==> src/rtl/bus_seq_ctrl.sv <==
// bus_seq_ctrl: sequences a three-register datapath through NOP, LOAD, MOV and SWAP commands.
//
// Ports
//   clk        in   rising-edge clock
//   rst        in   synchronous, active-high reset
//   cmd_valid  in   command offered
//   cmd_ready  out  command accepted this cycle (only in idle)
//   cmd_op     in   00 NOP, 01 LOAD, 10 MOV, 11 SWAP (Reg1<->Reg2)
//   cmd_dst    in   destination register code (00 Reg1, 01 Reg2, 10 Reg3, 11 invalid)
//   cmd_src    in   source register code, MOV only
//   cmd_data   in   LOAD immediate
//   ldr_1..3   out  datapath register load strobes (at most one per cycle)
//   sel_1      out  Reg1 input select (1 = dp_data, 0 = bus)
//   sel_2      out  bus source select, register code
//   dp_data    out  captured immediate driven to the datapath
//   done, err  out  registered one-cycle completion / rejection pulses
module bus_seq_ctrl (
    input  logic       clk,
    input  logic       rst,
    input  logic       cmd_valid,
    output logic       cmd_ready,
    input  logic [1:0] cmd_op,
    input  logic [1:0] cmd_dst,
    input  logic [1:0] cmd_src,
    input  logic [3:0] cmd_data,
    output logic       ldr_1,
    output logic       ldr_2,
    output logic       ldr_3,
    output logic       sel_1,
    output logic [1:0] sel_2,
    output logic [3:0] dp_data,
    output logic       done,
    output logic       err
);

    localparam logic [1:0] OpNop  = 2'b00;
    localparam logic [1:0] OpLoad = 2'b01;
    localparam logic [1:0] OpMov  = 2'b10;
    localparam logic [1:0] OpSwap = 2'b11;

    localparam logic [1:0] RegR1  = 2'b00;
    localparam logic [1:0] RegR2  = 2'b01;
    localparam logic [1:0] RegR3  = 2'b10;
    localparam logic [1:0] RegBad = 2'b11;

    typedef enum logic [1:0] {StIdle, StS1, StS2, StS3} state_t;

    state_t     r_state;
    state_t     w_state_next;
    logic [1:0] r_op;
    logic [1:0] r_dst;
    logic [1:0] r_src;
    logic [3:0] r_data;
    logic       r_done;
    logic       r_err;
    logic       w_done_next;
    logic       w_err_next;
    logic       w_invalid;

    // SWAP and NOP ignore dst/src, so only LOAD/MOV can be rejected.
    assign w_invalid = (((r_op == OpLoad) || (r_op == OpMov)) && (r_dst == RegBad)) ||
                       ((r_op == OpMov) && (r_src == RegBad));

    assign cmd_ready = (r_state == StIdle);
    assign dp_data   = r_data;
    assign done      = r_done;
    assign err       = r_err;

    always_ff @(posedge clk) begin
        if (rst) begin
            r_state <= StIdle;
            r_op    <= 2'b00;
            r_dst   <= 2'b00;
            r_src   <= 2'b00;
            r_data  <= 4'h0;
            r_done  <= 1'b0;
            r_err   <= 1'b0;
        end else begin
            r_state <= w_state_next;
            r_done  <= w_done_next;
            r_err   <= w_err_next;
            if ((r_state == StIdle) && cmd_valid) begin
                r_op   <= cmd_op;
                r_dst  <= cmd_dst;
                r_src  <= cmd_src;
                r_data <= cmd_data;
            end
        end
    end

    always_comb begin
        w_state_next = r_state;
        w_done_next  = 1'b0;
        w_err_next   = 1'b0;
        ldr_1        = 1'b0;
        ldr_2        = 1'b0;
        ldr_3        = 1'b0;
        sel_1        = 1'b0;
        sel_2        = RegR1;
        unique case (r_state)
            StIdle: begin
                if (cmd_valid) begin
                    w_state_next = StS1;
                end
            end
            StS1: begin
                w_state_next = StIdle;
                case (r_op)
                    OpLoad: begin
                        if (!w_invalid) begin
                            // Immediate always enters via Reg1, then is copied over the bus.
                            sel_1 = 1'b1;
                            ldr_1 = 1'b1;
                            if ((r_dst == RegR2) || (r_dst == RegR3)) begin
                                w_state_next = StS2;
                            end
                        end
                    end
                    OpMov: begin
                        if (!w_invalid) begin
                            sel_2 = r_src;
                            ldr_1 = (r_dst == RegR1);
                            ldr_2 = (r_dst == RegR2);
                            ldr_3 = (r_dst == RegR3);
                        end
                    end
                    OpSwap: begin
                        // Reg3 serves as the temporary and keeps old Reg1.
                        sel_2        = RegR1;
                        ldr_3        = 1'b1;
                        w_state_next = StS2;
                    end
                    default: ;
                endcase
                if (w_state_next == StIdle) begin
                    w_err_next  = w_invalid;
                    w_done_next = !w_invalid;
                end
            end
            StS2: begin
                w_state_next = StIdle;
                if (r_op == OpSwap) begin
                    sel_2        = RegR2;
                    ldr_1        = 1'b1;
                    w_state_next = StS3;
                end else begin
                    sel_2 = RegR1;
                    ldr_2 = (r_dst == RegR2);
                    ldr_3 = (r_dst == RegR3);
                end
                w_done_next = (w_state_next == StIdle);
            end
            StS3: begin
                sel_2        = RegR3;
                ldr_2        = 1'b1;
                w_state_next = StIdle;
                w_done_next  = 1'b1;
            end
            default: w_state_next = StIdle;
        endcase
    end

endmodule

==> config.mk <==
export PLATFORM = sky130hd
export DESIGN_NAME = bus_seq_ctrl
export DESIGN_NICKNAME = d
export VERILOG_FILES = /design/src/rtl/bus_seq_ctrl.sv
export SDC_FILE = /design/constraint.sdc
export NUM_CORES = 1
export LEC_CHECK = 0
export ABC_AREA = 0
export ABC_CLOCK_PERIOD_IN_PS = 1500
export BUFFER_PORTS_ARGS = -buffer_cell sky130_fd_sc_hd__clkbuf_2
export CORE_AREA = 2 2 51 53
export CTS_BUF_LIST = sky130_fd_sc_hd__clkbuf_8 sky130_fd_sc_hd__clkbuf_16
export DETAILED_ROUTE_END_ITERATION = 7
export DIE_AREA = 0 0 53 55
export GPL_TIMING_DRIVEN = 0
export SLEW_MARGIN = 20
export SYNTH_ARGS = -nofsm -noshare
export SYNTH_HDL_FRONTEND = slang
export SYNTH_SLANG_ARGS = --single-unit
==> constraint.sdc <==
create_clock -name clk -period 1.5 [get_ports clk]
set_input_delay 0.15 -clock clk [delete_from_list [all_inputs] [get_ports clk]]
set_output_delay 0.15 -clock clk [all_outputs]
set_load 0.01 [all_outputs]
[Yosys cells after proc, flatten, opt, wreduce, memory -nomap -nowiden]
Index checks and enable logic that the tools add are counted.
Operators by class
  reductions and logical operators: 12
  muxes and demuxes: 29
  bitwise operators: 2
  eq/ne operators: 11
Operator list (count)
  $mux 2: 8
  $eq 2x2->1 const B: 7
  $mux 1: 12
  $logic_not 2->1: 4
  $pmux 1 s2: 4
  $pmux 2 s4: 1
  $eq 2x1->1 const B: 3
  $pmux 1 s3: 2
  $pmux 2 s3: 1
  $pmux 2 s2: 1
  $logic_and 1x1->1: 3
  $logic_or 1x1->1: 3
  $reduce_or 3->1: 1
  $ne 2x2->1 const B: 1
  $not 1->1: 2
  $logic_not 1->1: 1
Word-level totals
  output and inout bits: 13
  bits of input ports: 13
  flip-flop bits (word level): 14
  word-level logic and storage cells: 61

[Longest topological paths before layout]
Gate-level depths: netlist of the first run.
  word-level depth: 10
  gate-level depth with buffers: 7
  depth with buffers taken out: 5

[Least setup slack after synthesis of the first run]
No wires, ideal clock.
  kind: register to output
  start: reg r_op[0]
  end: out ldr_2
  path buffers: 1
  cell stages (with the launch flop): 7
  data arrival time: 1.305 ns
  path slack: 0.045 ns
  required time: 1.350 ns
  cells stage by stage: dfxtp_1 > inv_1 > ha_1 > nand2b_4 > buf_6 > nand3_1 > a211oi_1
On the way
  cells in the longest elaborated chain, start to end: 7
  elaborated cells on any way between the ends: 11
  those cells by class: eq/ne: 3; mux: 4; reduce/logical: 4
RTL lines
  start, declared: RTL line 50  | logic [1:0] r_op;
  start signal, assigned: RTL line 83  | r_op <= cmd_op;
  $eq 2x1->1 or $eq 2x2->1 (tied branches): RTL line 61, 62, 108
  $logic_or 1x1->1: RTL line 61  | assign w_invalid = (((r_op == OpLoad) || (r_op == OpMov)) && (r_dst == RegBad)) ||
  $logic_and 1x1->1: RTL line 61
  $logic_or 1x1->1: RTL line 61
  $mux 1: RTL line 120  | if (!w_invalid) begin
  $mux 1: RTL line 108  | case (r_op)
  $pmux 1 s3 *: RTL line 100  | unique case (r_state)
  end, declared: RTL line 27  | output logic ldr_2,
Mark *: on every way between the ends. The rest lies on a longest branch, timed or not.

[Worst setup path after layout of the first run]
  start: reg r_op[1]
  end: out sel_2[1]
On the way
  cells in the longest elaborated chain, start to end: 7
  elaborated cells on any way between the ends: 9
  those cells by class: eq/ne: 2; mux: 3; reduce/logical: 4
RTL lines
  $eq 2x1->1 or $eq 2x2->1 (tied branches): RTL line 61, 62, 108
  $logic_or 1x1->1: RTL line 61
  $logic_and 1x1->1: RTL line 61
  $logic_or 1x1->1: RTL line 61
  $mux 2: RTL line 120
  $mux 2 *: RTL line 108
  $pmux 2 s3 *: RTL line 100
  end, declared: RTL line 30  | output logic [1:0] sel_2,
Marked as above.

==> flow_summary.ini, run 1 <==
[outcome]
status = finished, violations left
violations = setup timing

[floorplan]
core_um2 = 2360
ios = 26
die_area_um2 = 2920
chipHeight_um = 55
start_util_pct = 37.5
num_rows = 18
die_x_um = 53

[sta]
clock.fmax_mhz = 623
setup_viol = 5
maxSlewViolCount = 0
whs_ns = 0.127
period_share_pct = 107
hold_violations = 0
maxSlewHeadroom_pct = 79.8
fin_crit_ns = 1.60
skew_ns = 0.00194
layout_setup_ws_ns = -0.104
grt_setup_unrepaired = yes
worst_pin_slew_ns = 0.303

[global_route]
grt_max_degree = 11
grt_first_pass_wirelength_mm = 3.64
grt_usage_pct = 17.3
overflow = 0
antenna_found_initial = 0
grt_pass1_vias = 803

[power]
irDropWorstVdd_uv = 727
power_density_nw_per_um2 = 797
p_leak_nw = 0.517
power_uw = 986

[place]
place_area_um2 = 1050
place_congestion = 0.851
portBuffers = 25
place_hpwl_mm = 1.48
place_ws_ns = -0.0774

[finish]
n_antenna_cell = 0
nets = 166
drive_gt1_share_pct = 50.4
design_area_um2 = 1240
layout_common_cells = 24 x nand2_1, 21 x clkbuf_2, 10 x a21oi_2, 10 x dfxtp_1
area_growth_pct = 39.5
nFillCells = 238
final_common_cell = nand2_1

[clock_tree]
root_buffer = clkbuf_8
hold_buffers = 0
cts_tree = yes
clockBufferDepth = 2
clk_latency_ns = 0.24
clk_pin_slew_ns = 0.06
h-tree-depth = 1
cts_buffers = 3
numClockSinks = 14

[worst_setup_path]
endpoint_kind = primary output
critPathSlowestCell = dfxtp_4
critPathKind = register to primary output
max_stage_delay_ns = 0.37
cp_cell_sequence = ha_4 -> nand2b_2 -> a41oi_2 -> nor2_1 -> clkbuf_2
crit_arrival_ns = 1.45
cp-startpoint = r_op[1]$_SDFFE_PP0P_
cp.required_ns = 1.35
critPathLaunchType = register
r2r-start = r_state[0]$_SDFFE_PP0P_
crit_fanout = 4

[drt]
wl_mm = 2.13
drt-initial-drc-count = 13
first_pass_iters = 4
wl_per_cell_um = 12.5
drc = 0
via_per_inst = 4.87
drtAntennaViolNets = 0
vias = 833

[min_path]
hp-class = input port to register
min_from = cmd_op[0]

[logic_synthesis]
synth_area_um2 = 886
syn-num-nets = 131
ys_warn_count = 0
avgSynthCellArea_um2 = 8.28
ys_ff_latch = 14
ys_seq_area_share_pct = 31.6
synthDistinctLibCells = 21
synthCells = 107

[run]
cap_violations = 0
-- sequential cells by signal, indices dropped and copies added, names as in the netlist --
name	flops
dp_data	4
r_dst	2
r_op	2
r_src	2
r_state	2
done	1
err	1
-- worst paths after layout --
path                            cells after the start  slack, ns                      end
worst max-delay path                                5      -0.10                 sel_2[1]
worst min-delay path                                3       0.13     r_op[0]$_SDFFE_PP0P_
worst max register to register                      7       0.18  dp_data[3]$_SDFFE_PP0P_
worst min register to register                      2       0.47  dp_data[2]$_SDFFE_PP0P_
-- report_power, final --
group	switching [mW]	total (mW)	internal (mW)
logic	0.107	0.205	0.0978
clock network	0.134	0.367	0.232
registers	0.0222	0.414	0.392
-- area by class of cell --
class | instances | area [um2] | share of cell area [%]
buffer | 3 | 27.5 | 2.23
clock buffer | 4 | 55.1 | 4.45
inverter | 8 | 30.0 | 2.43
multi-input combinational | 82 | 631 | 51.0
sequential | 14 | 293 | 23.7
tap | 30 | 37.5 | 3.04
timing repair buffer | 30 | 163 | 13.2
-- worst max-delay path, delay by kind of cell, from the launching register on --
family                   cells  cell delay (ns)
AO/OA/AOI/OAI                1             0.21
flip-flops                   1             0.37
buffers and inverters        1             0.12
adder cells (fa/ha/maj)      1             0.24
AND/OR/NAND/NOR              2             0.28
-- cells in the mapped netlist (all sizes together) --
cell,n,area [um2]
a211oi,2,15.0
a21boi,1,7.51
a21oi,11,92.6
a31oi,2,12.5
a41oi,2,17.5
and2,4,30.0
buf,4,38.8
dfxtp,14,280
ha,11,138
inv,8,30.0
nand2,25,93.8
nand2b,1,13.8
nand3,4,20.0
nand4,4,25.0
nor2,7,26.3
nor2b,2,12.5
nor3b,1,12.5
o21ai,4,20.0
-- timing repair --
action	CTS	global route
pin swaps	8	4
gates resized for setup	18	13
setup buffers	3	2
endpoints found under the setup margin	6	9
cloned	1	0
-- per-stage QoR --
| stage | setup TNS (ns) | util [%] | instances |
|---|---|---|---|
| final | -0.376 | 52.3 | 171 |
| after floorplan | 0 | - | 107 |
| after global routing | -0.770 | 52.3 | 171 |
| after CTS | -0.439 | 50.4 | 169 |
| after detailed placement | -0.246 | 44.3 | 162 |
| after global placement | -0.103 | 44.3 | 162 |
-- metal layers --
metal  track usage [%]  part of all wire, %  routed length [um]  vias up
li1                  -                    -                   -      427
met1              22.1                   47                1010      379
met2              28.3                   47                 994       23
met3              2.42                  4.2                  89        4
met4              9.40                  1.9                  40        0
met5                 0                    0                   0        -
-- logic make-up (layout without fill, tap and decap cells) --
logic type	count (synthesis)	count (layout)	synth area share, %
simple gates	48	49	26.4
compound gates	22	22	18.6
fa+ha+maj	11	11	15.5
flops	14	14	31.6
buf+inv	12	45	7.77
Power figures use the tool's default switching activity.
==> inputs of run 2 (changes only) <==
Settings changed: ABC_AREA 0 to 1, CORE_AREA 2 2 51 53 to 2 2 48 50, DIE_AREA 0 0 53 55 to 0 0 50 52.
==> run 2 against run 1 <==
The flow still finishes with violations (setup timing); synthesized cell count is the same; sequential share of layout area is 1.6 points higher; first-iteration DRC count shrank 85%; clock skew about the same; power up 2.9%; clock power hardly changed; hold slack worse by 0.023 ns; largest cell class unchanged; combinational power grew 10%; highest routed layer is now met3; register-to-register slack worse by 0.05 ns.
==> flow_summary.ini, run 2 <==
[finish]
final_common_cell = clkbuf_2
n_antenna_cell = 0
layout_common_cells = 19 x clkbuf_2, 14 x nor2_1, 13 x dfxtp_1
drive_gt1_share_pct = 40.3
finalNonFillerCells = 172
nets = 169
area_growth_pct = 39.7
utilization_pct = 52.9
largest_reg_flops = 4

[logic_synthesis]
async_reset_ff_share_pct = 0
syn-num-nets = 131
synthDistinctLibCells = 18
ys_warn_count = 0
synth_top_area_share_pct = 35.1
synth_area_um2 = 798
synth_ff_type = dfxtp_1
avgSynthCellArea_um2 = 7.46
ys_seq_area_share_pct = 35.1
ys_ff_latch = 14
synth_commonest_cells = 16 x nand2_1, 15 x inv_1, 15 x nor2_1
synthCells = 107
synth_area_leaders = dfxtp_1 35%, ha_1 17%, nand2_1 7.5%, inv_1 7.1%, nor2_1 7.1%
yosysTopAreaCell = dfxtp_1
yosysMostFrequentCell = nand2_1
synth_edf_count = 0

[worst_setup_path]
cp.required_ns = 1.35
crit_arrival_ns = 1.55
max_stage_delay_ns = 0.33
cp_top_family = simple AND/OR/NAND/NOR gates
cp_cell_sequence = inv_2 -> ha_4 -> inv_2 -> nand2_4 -> nand4_1 -> nand2_2 -> nand2_2 -> a21oi_2 -> buf_2
path_buf_inv = 3
critPathKind = register to primary output
critPathLaunchType = register
critPathSlowestCell = dfxtp_2
endpoint_kind = primary output
crit_fanout = 4

[place]
placed_cells = 160
place_congestion = 0.877
place_ws_ns = -0.0510
place_hpwl_mm = 1.38
portBuffers = 25

[drt]
wl_mm = 2.00
drc = 0
via_per_inst = 4.72
drt-initial-drc-count = 2
drtAntennaViolNets = 0
first_pass_iters = 3
wl_per_cell_um = 11.6
vias = 812

[clock_tree]
clk_latency_ns = 0.24
numClockSinks = 14
root_buffer = clkbuf_8
clockBufferDepth = 2
cts_tree = yes
clk_pin_slew_ns = 0.06
h-tree-depth = 1
cts_buffers = 3
hold_buffers = 0

[floorplan]
start_util_pct = 37.9
die_area_um2 = 2600
ios = 26
chipHeight_um = 52
core_um2 = 2110
num_rows = 17
die_x_um = 50

[power]
power.share.clock_pct = 36.1
sw_frac_of_total_pct = 27.7
intPower_uw = 733
power_density_nw_per_um2 = 909
power_switching_uw = 281
p_leak_nw = 0.567
power_mw = 1.01
p_comb_share_pct = 22.3
seq_power_share_pct = 41.7
irDropWorstVdd_uv = 659

[global_route]
grt_pass1_vias = 813
grt_usage_pct = 16.6
grt_first_pass_wirelength_mm = 3.31
grt_max_degree = 11
overflow = 0
antenna_found_initial = 0

[sta]
whs_ns = 0.104
period_share_pct = 113
hold_violations = 0
fin_crit_ns = 1.70
setup_viol = 6
layout_setup_ws_ns = -0.201
worst_pin_slew_ns = 0.225
maxSlewHeadroom_pct = 85.0
skew_ns = 0.00225
grt_setup_unrepaired = yes
clock.fmax_mhz = 588
maxSlewViolCount = 0

[outcome]
violations = setup timing
status = finished, violations left

[run]
cap_violations = 0

[min_path]
hp-class = input port to register
run 2: cell types whose count changed after synthesis, moves of 3 or more:
cell,change
a21oi_1,+9
a21oi_2,-9
inv_1,+7
nor2_1,+8
nand3_1,-3
nand2_2,+3
o21ai_1,+6
nand2_1,-9
run 2: final timing paths:
check / start / endpoint / slack, ns / cells past startpoint
worst max-delay path: r_op[0]$_SDFFE_PP0P_ / ldr_2 / -0.20 / 9
worst min-delay path: rst / r_state[0]$_SDFFE_PP0P_ / 0.10 / 2
worst max register to register: r_op[1]$_SDFFE_PP0P_ / done$_SDFF_PP0_ / 0.13 / 9
worst min register to register: dp_data[3]$_SDFFE_PP0P_ / dp_data[3]$_SDFFE_PP0P_ / 0.49 / 2
run 2: per-stage QoR:
step / area [um2] / setup TNS, ns
2_1_floorplan: 798 / 0
3_3_place_gp: 958 / -0.0963
3_5_place_dp: 958 / -0.171
4_1_cts: 1090 / -0.930
5_1_grt: 1110 / -1.61
6_report: 1110 / -1.08
run 2: final cells by class:
type                    count  area, um2
plain buffers               2       16.3
repair buffers             33        185
flip-flops and latches     14        282
well taps                  28       35.0
fillers                   206        991
inverters                  16       60.1
clock buffers               4       55.1
multi-input cells          75        482
run 2: cells by family (layout without fill, tap and decap cells):
kind of cell             after synthesis  after routing  synth area share (%)
adder cells (fa/ha/maj)               11             11                  17.2
buffers and inverters                 18             55                  9.56
AO/OA/AOI/OAI                         22             22                  14.7
AND/OR/NAND/NOR                       42             42                  23.4
flip-flops                            14             14                  35.1
run 2: repair_timing:
item	in CTS	in global routing
endpoints found under the setup margin	6	7
pin swaps	5	4
resized for setup	8	12
setup buffers	6	2
run 2: layer usage:
| layer | share of wire (%) | vias to the layer above | GRT usage, % | wire length [um] |
|---|---|---|---|---|
| met5 | 0 | - | 0 | 0 |
| met4 | 0 | 0 | 6.02 | 0 |
| li1 | - | 419 | - | - |
| met3 | 4.6 | 0 | 2.87 | 91 |
| met1 | 43 | 374 | 19.4 | 854 |
| met2 | 53 | 19 | 30.0 | 1050 |
run 2: power groups by stage:
stage	registers (mW)	clock network, mW	logic [mW]
floorplan	0.432	0	0.120
global placement	0.428	0	0.183
detailed placement	0.430	0	0.184
CTS	0.423	0.378	0.212
global route	0.427	0.396	0.258
finish	0.422	0.366	0.226
